--- src/rtl/click_cmd_sequencer_pkg.sv ---
// Shared encodings for the click command sequencer: action codes, command ops
// and FSM states.
package click_cmd_sequencer_pkg;

  typedef enum logic [2:0] {
    ACT_NONE    = 3'b000,
    ACT_BTNC    = 3'b001,
    ACT_DBLBTNC = 3'b010,
    ACT_UNDEF   = 3'b011,
    ACT_U       = 3'b100,
    ACT_R       = 3'b101,
    ACT_D       = 3'b110,
    ACT_L       = 3'b111
  } action_e;

  typedef enum logic {
    OP_REVEAL = 1'b0,
    OP_FLAG   = 1'b1
  } cmd_op_e;

  typedef enum logic [1:0] {
    S_IDLE    = 2'd0,
    S_ISSUE   = 2'd1,
    S_ACK     = 2'd2,
    S_RELEASE = 2'd3
  } state_e;

endpackage

--- src/rtl/click_cmd_sequencer_if.sv ---
// Bundle of click-detector, board-engine and cursor signals around the sequencer;
// master is the sequencer side, slave the surrounding environment.
interface click_cmd_sequencer_if #(
  parameter int ROW_W = 3,
  parameter int COL_W = 3
);
  logic [2:0]       action;
  logic             game_over;
  logic             cmd_ready;
  logic             ack;
  logic             cmd_valid;
  logic             cmd_op;
  logic [ROW_W-1:0] cmd_row;
  logic [COL_W-1:0] cmd_col;
  logic [ROW_W-1:0] cursor_row;
  logic [COL_W-1:0] cursor_col;
  logic             busy;

  modport master (
    input  action, game_over, cmd_ready,
    output ack, cmd_valid, cmd_op, cmd_row, cmd_col, cursor_row, cursor_col, busy
  );

  modport slave (
    output action, game_over, cmd_ready,
    input  ack, cmd_valid, cmd_op, cmd_row, cmd_col, cursor_row, cursor_col, busy
  );
endinterface

--- src/rtl/click_cmd_sequencer_wrap_counter.sv ---
// Modulo-N up/down counter used for one cursor axis; inc wins over dec if both
// are ever raised together.
module wrap_counter #(
  parameter int N = 8,
  parameter int W = 3
) (
  input  logic         clk,
  input  logic         clear,
  input  logic         inc,
  input  logic         dec,
  output logic [W-1:0] value
);
  localparam logic [W-1:0] MAX = W'(N - 1);

  logic [W-1:0] value_q;
  logic [W-1:0] value_d;

  always_comb begin
    value_d = value_q;
    if (inc) begin
      value_d = (value_q == MAX) ? '0 : value_q + W'(1);
    end else if (dec) begin
      value_d = (value_q == '0) ? MAX : value_q - W'(1);
    end
  end

  always_ff @(posedge clk) begin
    if (clear) begin
      value_q <= '0;
    end else begin
      value_q <= value_d;
    end
  end

  assign value = value_q;
endmodule

--- src/rtl/click_cmd_sequencer.sv ---
// Turns click-detector action codes into cursor moves or reveal/flag commands,
// then acknowledges the detector and waits for the button to be released.
module click_cmd_sequencer
  import click_cmd_sequencer_pkg::*;
#(
  parameter int ROWS       = 8,
  parameter int COLS       = 8,
  parameter int ROW_W      = 3,
  parameter int COL_W      = 3,
  parameter int ACK_CYCLES = 2
) (
  input logic clk,
  input logic clear,
  click_cmd_sequencer_if.master bus
);
  localparam logic [3:0] ACK_LOAD = 4'(ACK_CYCLES - 1);

  state_e           state_q;
  logic             ack_q;
  logic [3:0]       ack_cnt_q;
  logic             cmd_valid_q;
  logic             cmd_op_q;
  logic [ROW_W-1:0] cmd_row_q;
  logic [COL_W-1:0] cmd_col_q;
  logic             busy_q;

  logic             row_inc, row_dec, col_inc, col_dec;
  logic [ROW_W-1:0] cur_row;
  logic [COL_W-1:0] cur_col;

  // Cursor steps only on the edge that leaves IDLE with an arrow action.
  always_comb begin
    row_inc = 1'b0;
    row_dec = 1'b0;
    col_inc = 1'b0;
    col_dec = 1'b0;
    if (state_q == S_IDLE) begin
      case (bus.action)
        ACT_U:   row_dec = 1'b1;
        ACT_D:   row_inc = 1'b1;
        ACT_L:   col_dec = 1'b1;
        ACT_R:   col_inc = 1'b1;
        default: ;
      endcase
    end
  end

  wrap_counter #(.N(ROWS), .W(ROW_W)) u_row (
    .clk   (clk),
    .clear (clear),
    .inc   (row_inc),
    .dec   (row_dec),
    .value (cur_row)
  );

  wrap_counter #(.N(COLS), .W(COL_W)) u_col (
    .clk   (clk),
    .clear (clear),
    .inc   (col_inc),
    .dec   (col_dec),
    .value (cur_col)
  );

  always_ff @(posedge clk) begin
    if (clear) begin
      state_q     <= S_IDLE;
      ack_q       <= 1'b0;
      ack_cnt_q   <= '0;
      cmd_valid_q <= 1'b0;
      cmd_op_q    <= OP_REVEAL;
      cmd_row_q   <= '0;
      cmd_col_q   <= '0;
      busy_q      <= 1'b0;
    end else begin
      unique case (state_q)
        S_IDLE: begin
          if (bus.action != ACT_NONE) begin
            busy_q <= 1'b1;
            if ((bus.action == ACT_BTNC || bus.action == ACT_DBLBTNC) && !bus.game_over) begin
              cmd_row_q   <= cur_row;
              cmd_col_q   <= cur_col;
              cmd_op_q    <= bus.action[1];
              cmd_valid_q <= 1'b1;
              state_q     <= S_ISSUE;
            end else begin
              // Moves, locked-board clicks and the undefined code all just ack.
              ack_q     <= 1'b1;
              ack_cnt_q <= ACK_LOAD;
              state_q   <= S_ACK;
            end
          end
        end
        S_ISSUE: begin
          if (bus.cmd_ready) begin
            cmd_valid_q <= 1'b0;
            ack_q       <= 1'b1;
            ack_cnt_q   <= ACK_LOAD;
            state_q     <= S_ACK;
          end
        end
        S_ACK: begin
          if (ack_cnt_q == '0) begin
            ack_q   <= 1'b0;
            state_q <= S_RELEASE;
          end else begin
            ack_cnt_q <= ack_cnt_q - 4'd1;
          end
        end
        S_RELEASE: begin
          if (bus.action == ACT_NONE) begin
            busy_q  <= 1'b0;
            state_q <= S_IDLE;
          end
        end
        default: state_q <= S_IDLE;
      endcase
    end
  end

  assign bus.ack        = ack_q;
  assign bus.cmd_valid  = cmd_valid_q;
  assign bus.cmd_op     = cmd_op_q;
  assign bus.cmd_row    = cmd_row_q;
  assign bus.cmd_col    = cmd_col_q;
  assign bus.cursor_row = cur_row;
  assign bus.cursor_col = cur_col;
  assign bus.busy       = busy_q;
endmodule

--- src/flat_wrapper.sv ---
// flat-port wrapper written by rule: the top's interface ports become plain ports
module click_cmd_sequencer_flat import click_cmd_sequencer_pkg::*;
#(
  parameter int ROWS       = 8,
  parameter int COLS       = 8,
  parameter int ROW_W      = 3,
  parameter int COL_W      = 3,
  parameter int ACK_CYCLES = 2
)
  (clk, clear, bus_action, bus_game_over, bus_cmd_ready, bus_ack, bus_cmd_valid, bus_cmd_op, bus_cmd_row, bus_cmd_col, bus_cursor_row, bus_cursor_col, bus_busy);
  click_cmd_sequencer_if #(.ROW_W(ROW_W), .COL_W(COL_W)) bus_i ();
  input logic clk;
  input logic clear;
  input wire logic [$bits(bus_i.action)-1:0] bus_action;
  input wire logic [$bits(bus_i.game_over)-1:0] bus_game_over;
  input wire logic [$bits(bus_i.cmd_ready)-1:0] bus_cmd_ready;
  output wire logic [$bits(bus_i.ack)-1:0] bus_ack;
  output wire logic [$bits(bus_i.cmd_valid)-1:0] bus_cmd_valid;
  output wire logic [$bits(bus_i.cmd_op)-1:0] bus_cmd_op;
  output wire logic [$bits(bus_i.cmd_row)-1:0] bus_cmd_row;
  output wire logic [$bits(bus_i.cmd_col)-1:0] bus_cmd_col;
  output wire logic [$bits(bus_i.cursor_row)-1:0] bus_cursor_row;
  output wire logic [$bits(bus_i.cursor_col)-1:0] bus_cursor_col;
  output wire logic [$bits(bus_i.busy)-1:0] bus_busy;
  assign bus_i.action = bus_action;
  assign bus_i.game_over = bus_game_over;
  assign bus_i.cmd_ready = bus_cmd_ready;
  assign bus_ack = bus_i.ack;
  assign bus_cmd_valid = bus_i.cmd_valid;
  assign bus_cmd_op = bus_i.cmd_op;
  assign bus_cmd_row = bus_i.cmd_row;
  assign bus_cmd_col = bus_i.cmd_col;
  assign bus_cursor_row = bus_i.cursor_row;
  assign bus_cursor_col = bus_i.cursor_col;
  assign bus_busy = bus_i.busy;
  click_cmd_sequencer #(.ROWS(ROWS), .COLS(COLS), .ROW_W(ROW_W), .COL_W(COL_W), .ACK_CYCLES(ACK_CYCLES)) u_core (.clk(clk), .clear(clear), .bus(bus_i));
endmodule
--- config.mk ---
export PLATFORM = sky130hd
export DESIGN_NAME = click_cmd_sequencer_flat
export DESIGN_NICKNAME = d
export VERILOG_FILES = /design/src/rtl/click_cmd_sequencer_pkg.sv /design/src/rtl/click_cmd_sequencer_if.sv /design/src/rtl/click_cmd_sequencer_wrap_counter.sv /design/src/rtl/click_cmd_sequencer.sv /design/src/flat_wrapper.sv
export SDC_FILE = /design/constraint.sdc
export NUM_CORES = 1
export LEC_CHECK = 0
export BUFFER_PORTS_ARGS = -buffer_cell sky130_fd_sc_hd__buf_2
export CAP_MARGIN = 10
export CORE_MARGIN = 2
export CORE_UTILIZATION = 55
export DETAILED_ROUTE_END_ITERATION = 7
export GPL_ROUTABILITY_DRIVEN = 0
export PLACE_DENSITY = 0.87
export SLEW_MARGIN = 20
export SYNTH_ARGS = -nofsm -noshare
export SYNTH_HDL_FRONTEND = slang
export SYNTH_SLANG_ARGS = --single-unit
--- constraint.sdc ---
create_clock -name clk -period 2.2 [get_ports clk]
set_input_delay 0.22 -clock clk [delete_from_list [all_inputs] [get_ports clk]]
set_output_delay 0.22 -clock clk [all_outputs]
set_load 0.05 [all_outputs]
==> flow_summary.ini, run 1 <==
[layout]
area_growth_syn_to_layout_pct = 11.6
n_antenna_cell = 0
final_area_mm2 = 0.00148
stdcell_count = 203
drive_above_1_share = 0.194
nFillCells = 195
nets = 197

[sta]
drv_slew = 0
final-hold-violation-count = 0
setup_viol = 0
fin_worst_skew_ns = 0.00484
setup_tns_ns = 0
finalCriticalPeriod_ns = 2.04
tightest_slew_ns = 0.483
rsz0062_at_grt = false
fmax_ghz = 0.490
relSlewSlack = 0.678
hold_ws_ns = 0.290
fin_crit_sh = 0.927

[routing]
drc_errors = 0
ant_nets = 0
dr_total_vias = 1170
wirelength_um = 3040
drt_first_iter_violations = 30
wl_per_cell_um = 15.0
vias_per_cell = 5.76
drt_first_pass_iters = 5

[worst_setup_path]
end_kind = flop
worstReg2RegEnd = u_core.ack_cnt_q[0]
cp.required_ns = 2.43
reg2regPathDepth = 6
critPathTopFamily = compound AO/OA/AOI/OAI gates
cp.arrival_ns = 2.27
critPathSlowestCell = or3b_1
crit_chain = inv_1, ha_1, or3b_1, o21ai_4, a211oi_1, o211a_1
worst-setup-path-type = flop to flop
slowest_delay_ns = 0.55
r2r-start = u_core.state_q[0]
worstPathMaxFanout = 10
path_buf_inv = 1
startpoint_type = flop
ff2ff_setup_slack_ns = 0.16

[clocking]
clkTransAtPathRegs_ns = 0.13
post-cts-setup-buffer-count = 0
clockBufferDepth = 2
cts_root_buf = clkbuf_4
cts.sinks = 22
cts_buffers = 3
worstSkewPairLatency_ns = 0.32
cts_tree = done
htreeDepth = 1

[placed_design]
placed_cells = 199
portBuffers = 22
dpl-instance-area_mm2 = 0.00142
dpl.hpwl_um = 2210

[synthesis]
synth_cell_types = 45
synthCells = 156
yosysMostFrequentCell = dfxtp_1
synthArstFlopShare = 0
synth_area_mm2 = 0.00132
synth_top_cells_by_area = dfxtp_1, ha_1, a21oi_1, inv_1, nor2_1
ys_ff_latch = 22
synthTopCellsByCount = dfxtp_1, inv_1, nor2_1
syn_nets = 177
yosysTopAreaCell = dfxtp_1
synth-edff-count = 0
ys_warn_count = 0
synth_top_flop_cell = dfxtp_1
synth_top_area_frac = 0.333
syn_avg_cell_area_um2 = 8.48
seq_area_frac_synth = 0.333

[global_route]
grt-ovfl-total = 0
grt_max_degree = 23
grt_use_total = 0.243
grt_pass1_vias = 1056
antenna_found_initial = 0
grt_pass1_wl_um = 4840

[power_and_ir_drop]
p_per_area_mw_per_mm2 = 1250
power_mw = 1.84
p_leak_nw = 0.654
ir_drop_uv = 781

[die]
die_x_um = 53.0
fp-row-count = 17
initial_core_util = 0.592
core_mm2 = 0.00223
dieArea_mm2 = 0.00281
die-height_um = 53.0
num_io_pins = 23

[outcome]
status = complete, no violations

[min_path]
holdPathStages = 3
hold_path_class = primary input to flop
holdPathEnd = u_core.bus.cmd_op
min_from = bus_action[1]

[flow_run]
maxCapViolations = 0
==> registers in the layout, indices dropped and copies added, names as in the netlist <==
name	flops
u_core.ack_cnt_q	4
u_core.bus.cmd_col	3
u_core.bus.cmd_row	3
u_core.u_col.value	3
u_core.u_row.value	3
u_core.state_q	2
u_core.bus.ack	1
u_core.bus.busy	1
u_core.bus.cmd_op	1
u_core.bus.cmd_valid	1
==> report_power, final <==
part / total [mW] / switching (mW) / leakage [nW] / internal [mW]
combinational: 0.959 / 0.624 / 0.446 / 0.335
sequential: 0.566 / 0.0792 / 0.180 / 0.486
clock: 0.320 / 0.136 / 0.0279 / 0.184
total: 1.84 / 0.839 / 0.654 / 1.01
==> cell usage in the layout, fill, tap and decap left out, types with 2 or more instances in the layout <==
| master | count |
|---|---|
| nand2b_1 | 2 |
| o21ai_0 | 4 |
| a21oi_1 | 14 |
| dfxtp_1 | 22 |
| inv_1 | 17 |
| nand2_1 | 10 |
| ha_1 | 14 |
| buf_2 | 22 |
| nor2b_1 | 2 |
| o32ai_1 | 2 |
| a211oi_1 | 5 |
| nor3b_2 | 2 |
| clkbuf_4 | 3 |
| a311oi_1 | 2 |
| nor2_1 | 16 |
| nand3b_1 | 2 |
| nand3_1 | 2 |
| nor3_1 | 8 |
==> timing repair <==
action	in CTS	in global routing
endpoints found under the setup margin	0	2
gates resized for setup	0	1
hold buffers	0	0
==> tightest hold or removal path, delay by kind of cell <==
kind	cells	cell delay, ns
buffers and inverters	1	0.19
AO/OA/AOI/OAI	2	0.17
==> layout make-up <==
cell class / count / area, um2 / area share
multi-input cells: 110 / 774 / 0.525
clock inverters: 1 / 30.0 / 0.0203
well taps: 28 / 35.0 / 0.0237
repair buffers: 22 / 110 / 0.0746
flip-flops and latches: 22 / 440 / 0.298
inverters: 17 / 63.8 / 0.0432
clock buffers: 3 / 22.5 / 0.0153
==> worst max path at each step <==
| stage | from | endpoint | cells after the start |
|---|---|---|---|
| 3_3_place_gp | u_core.state_q[0] | u_core.ack_cnt_q[0] | 6 |
| 3_5_place_dp | u_core.state_q[0] | u_core.bus.cmd_valid | 6 |
| 2_1_floorplan | u_core.u_row.value[0] | u_core.u_row.value[0] | 7 |
| 4_1_cts | u_core.state_q[0] | u_core.bus.cmd_valid | 6 |
| 5_1_grt | u_core.state_q[0] | u_core.ack_cnt_q[0] | 6 |
| 6_report | u_core.state_q[0] | u_core.ack_cnt_q[0] | 6 |
==> cells by family after synthesis <==
group           synth area share
compound gates             0.235
xor+xnor                  0.0189
fa+ha+maj                  0.132
buf+inv                   0.0851
flops                      0.333
simple gates               0.196
==> per-layer routing <==
layer / GRT usage / vias to the layer above / part of all wire
met5: 0 / - / 0
met4: 0.141 / 0 / 0.021
met3: 0.0339 / 5 / 0.036
met2: 0.402 / 26 / 0.51
met1: 0.298 / 550 / 0.43
li1: - / 589 / -
==> through the flow <==
step | setup slack, ns | utilization
floorplan | 0.433 | -
global placement | 0.303 | 0.635
detailed placement | 0.183 | 0.635
CTS | 0.129 | 0.659
global route | 0.0816 | 0.661
finish | 0.160 | 0.661
Power figures use the tool's default switching activity.
==> inputs of run 2 (changes only) <==
- ABC_AREA: unset -> 1
- PLACE_DENSITY: 0.87 -> 0.86
==> run 2 against run 1 <==
Core utilization shrank 2.3 points. First-iteration DRC count decreased by 50%. Largest cell class unchanged. Die area grew 6.0%. Non-clock buffer count unchanged. Wire length down 8.1%.
==> flow_summary.ini, run 2 <==
[clocking]
cts.sinks = 22
cts_tree = done
clkTransAtPathRegs_ns = 0.13
cts_buffers = 3
worstSkewPairLatency_ns = 0.31
htreeDepth = 1
clockBufferDepth = 2
cts_resized = 0
hold_buffers = 0
cts_root_buf = clkbuf_4
post-cts-setup-buffer-count = 0

[layout]
final_core_util = 0.638
mostFrequentLayoutCell = nand2_1
nFillCells = 238
largest_reg_flops = 4
n_antenna_cell = 0
nets = 230
top_register = u_core.ack_cnt_q
multi_input_area_um2 = 827
layout_common_cells = nand2_1, inv_1, buf_2, dfxtp_1, nor2_1
drive_above_1_share = 0.269
final_area_mm2 = 0.00157
area_growth_syn_to_layout_pct = 11.1
ff_latch_area_um2 = 440

[sta]
fin_crit_sh = 0.752
fmax_ghz = 0.604
drv_slew = 0
finalCriticalPeriod_ns = 1.66
fin_worst_skew_ns = 0.00356
final-hold-violation-count = 0
rsz0062_at_grt = false
layout_setup_ws_ns = 0.545
setup_tns_ns = 0
tightest_slew_ns = 0.534
setup_viol = 0
relSlewSlack = 0.643

[power_and_ir_drop]
p_switching_uw = 944
power_mw = 1.99
p_sw_frac = 0.474
power.share.sequential = 0.285
combPwrFrac = 0.555
p_leak_nw = 0.799
internal_power_mw = 1.05
p_per_area_mw_per_mm2 = 1270
p_clk_frac = 0.160
ir_drop_uv = 979

[worst_setup_path]
worst-setup-path-type = flop to flop
critPathSlowestCell = dfxtp_1
cp-startpoint = u_core.state_q[0]
path_depth = 8
crit_path_end = u_core.state_q[1]
slowest_delay_ns = 0.40
worstReg2RegEnd = u_core.state_q[1]
cpMostUsedCell = a21oi_1
reg2regPathDepth = 8
worstPathMaxFanout = 6
r2r-start = u_core.state_q[0]
ff2ff_setup_slack_ns = 0.54
critPathTopFamily = flip-flops
cp.arrival_ns = 1.88
crit_chain = inv_1, ha_1, inv_2, nor2_2, a21oi_1, nand3_1, a21oi_1, nor2_1
end_kind = flop
cp.required_ns = 2.42
startpoint_type = flop
path_buf_inv = 2

[global_route]
antenna_found_initial = 0
grt_max_degree = 19
grt_use_total = 0.219
grt_pass1_vias = 1082
grt-ovfl-total = 0
grt_pass1_wl_um = 4660

[outcome]
status = complete, no violations

[routing]
drt_first_pass_iters = 5
vias_per_cell = 5.26
wirelength_um = 2790
dr_total_vias = 1252
drc_errors = 0
ant_nets = 0
wl_per_cell_um = 11.7
drt_first_iter_violations = 15

[placed_design]
dpl-instance-area_mm2 = 0.00151
dpl.hpwl_um = 2100
portBuffers = 22
pre_cts_ws_ns = 0.618

[synthesis]
ys_ff_latch = 22
synth_top_area_frac = 0.313
synthArstFlopShare = 0
synth_top_cells_by_area = dfxtp_1, ha_1, nand2_1, inv_1, nor2_1
ys_warn_count = 0
seq_area_frac_synth = 0.313
syn_nets = 207
syn_avg_cell_area_um2 = 7.57
synthCells = 186
yosysMostFrequentCell = nand2_1
synth_cell_types = 28
synthTopCellsByCount = nand2_1, dfxtp_1, inv_1
yosysTopAreaCell = dfxtp_1
synth_top_flop_cell = dfxtp_1
synth_area_mm2 = 0.00141
synth-edff-count = 0

[die]
fp-row-count = 18
core_mm2 = 0.00245
initial_core_util = 0.574
die-height_um = 54.6
die_x_um = 54.6
dieArea_mm2 = 0.00298
num_io_pins = 23

[min_path]
hold_path_class = primary input to flop

[flow_run]
maxCapViolations = 0
## run 2: changes by cell type in the layout (fill, tap and decap cells not counted), sizes merged, moves of 3 or more
cell | before | now
nand2 | 10 | 34
o21ai | 6 | 18
nor2 | 17 | 28
nand3 | 2 | 12
inv | 17 | 26
nor3 | 9 | 1
a21oi | 14 | 18
a211oi | 5 | 2
a311oi | 3 | 0
## run 2: layer usage
layer  share of wire  up-vias  track usage
met5               0        -            0
met4          0.0064        0       0.0708
met3           0.033        4       0.0328
met2            0.51       22        0.405
met1            0.45      579        0.252
li1                -      647            -
## run 2: worst min path at each step
stage	from	to	slack, ns	depth (start not counted)
2_1_floorplan	clear	u_core.bus.cmd_op	0.28	1
3_3_place_gp	clear	u_core.bus.cmd_op	0.47	2
3_5_place_dp	clear	u_core.bus.cmd_op	0.47	2
4_1_cts	clear	u_core.bus.cmd_op	0.12	2
5_1_grt	clear	u_core.bus.cmd_op	0.12	2
6_report	clear	u_core.bus.cmd_op	0.14	2
## run 2: cell type report
cell class / instances / area share
timing repair buffer: 22 / 0.0703
sequential: 22 / 0.281
clock inverter: 1 / 0.0192
inverter: 26 / 0.0624
clock buffer: 3 / 0.0144
tap: 30 / 0.0240
multi-input combinational: 134 / 0.528
## run 2: through the flow
| step | hold slack (ns) | cells |
|---|---|---|
| after global placement | 0.466 | 234 |
| after floorplan | 0.282 | 186 |
| after CTS | 0.120 | 238 |
| final | 0.143 | 238 |
| after global routing | 0.115 | 238 |
| after detailed placement | 0.475 | 234 |
## run 2: power by group through the flow
stage / clock, mW / sequential, mW / combinational [mW]
6_report: 0.319 / 0.568 / 1.11
4_1_cts: 0.323 / 0.570 / 1.12
5_1_grt: 0.339 / 0.587 / 1.25
3_5_place_dp: 0 / 0.578 / 1.09
2_1_floorplan: 0 / 0.737 / 0.749
3_3_place_gp: 0 / 0.575 / 1.08
## run 2: cells by family after synthesis
group,count (synthesis),synth area share
buffers and inverters,30,0.100
DFF,22,0.313
AOI/OAI and AO/OA,42,0.175
adders and majority gates,14,0.124
and+or+nand+nor,78,0.288
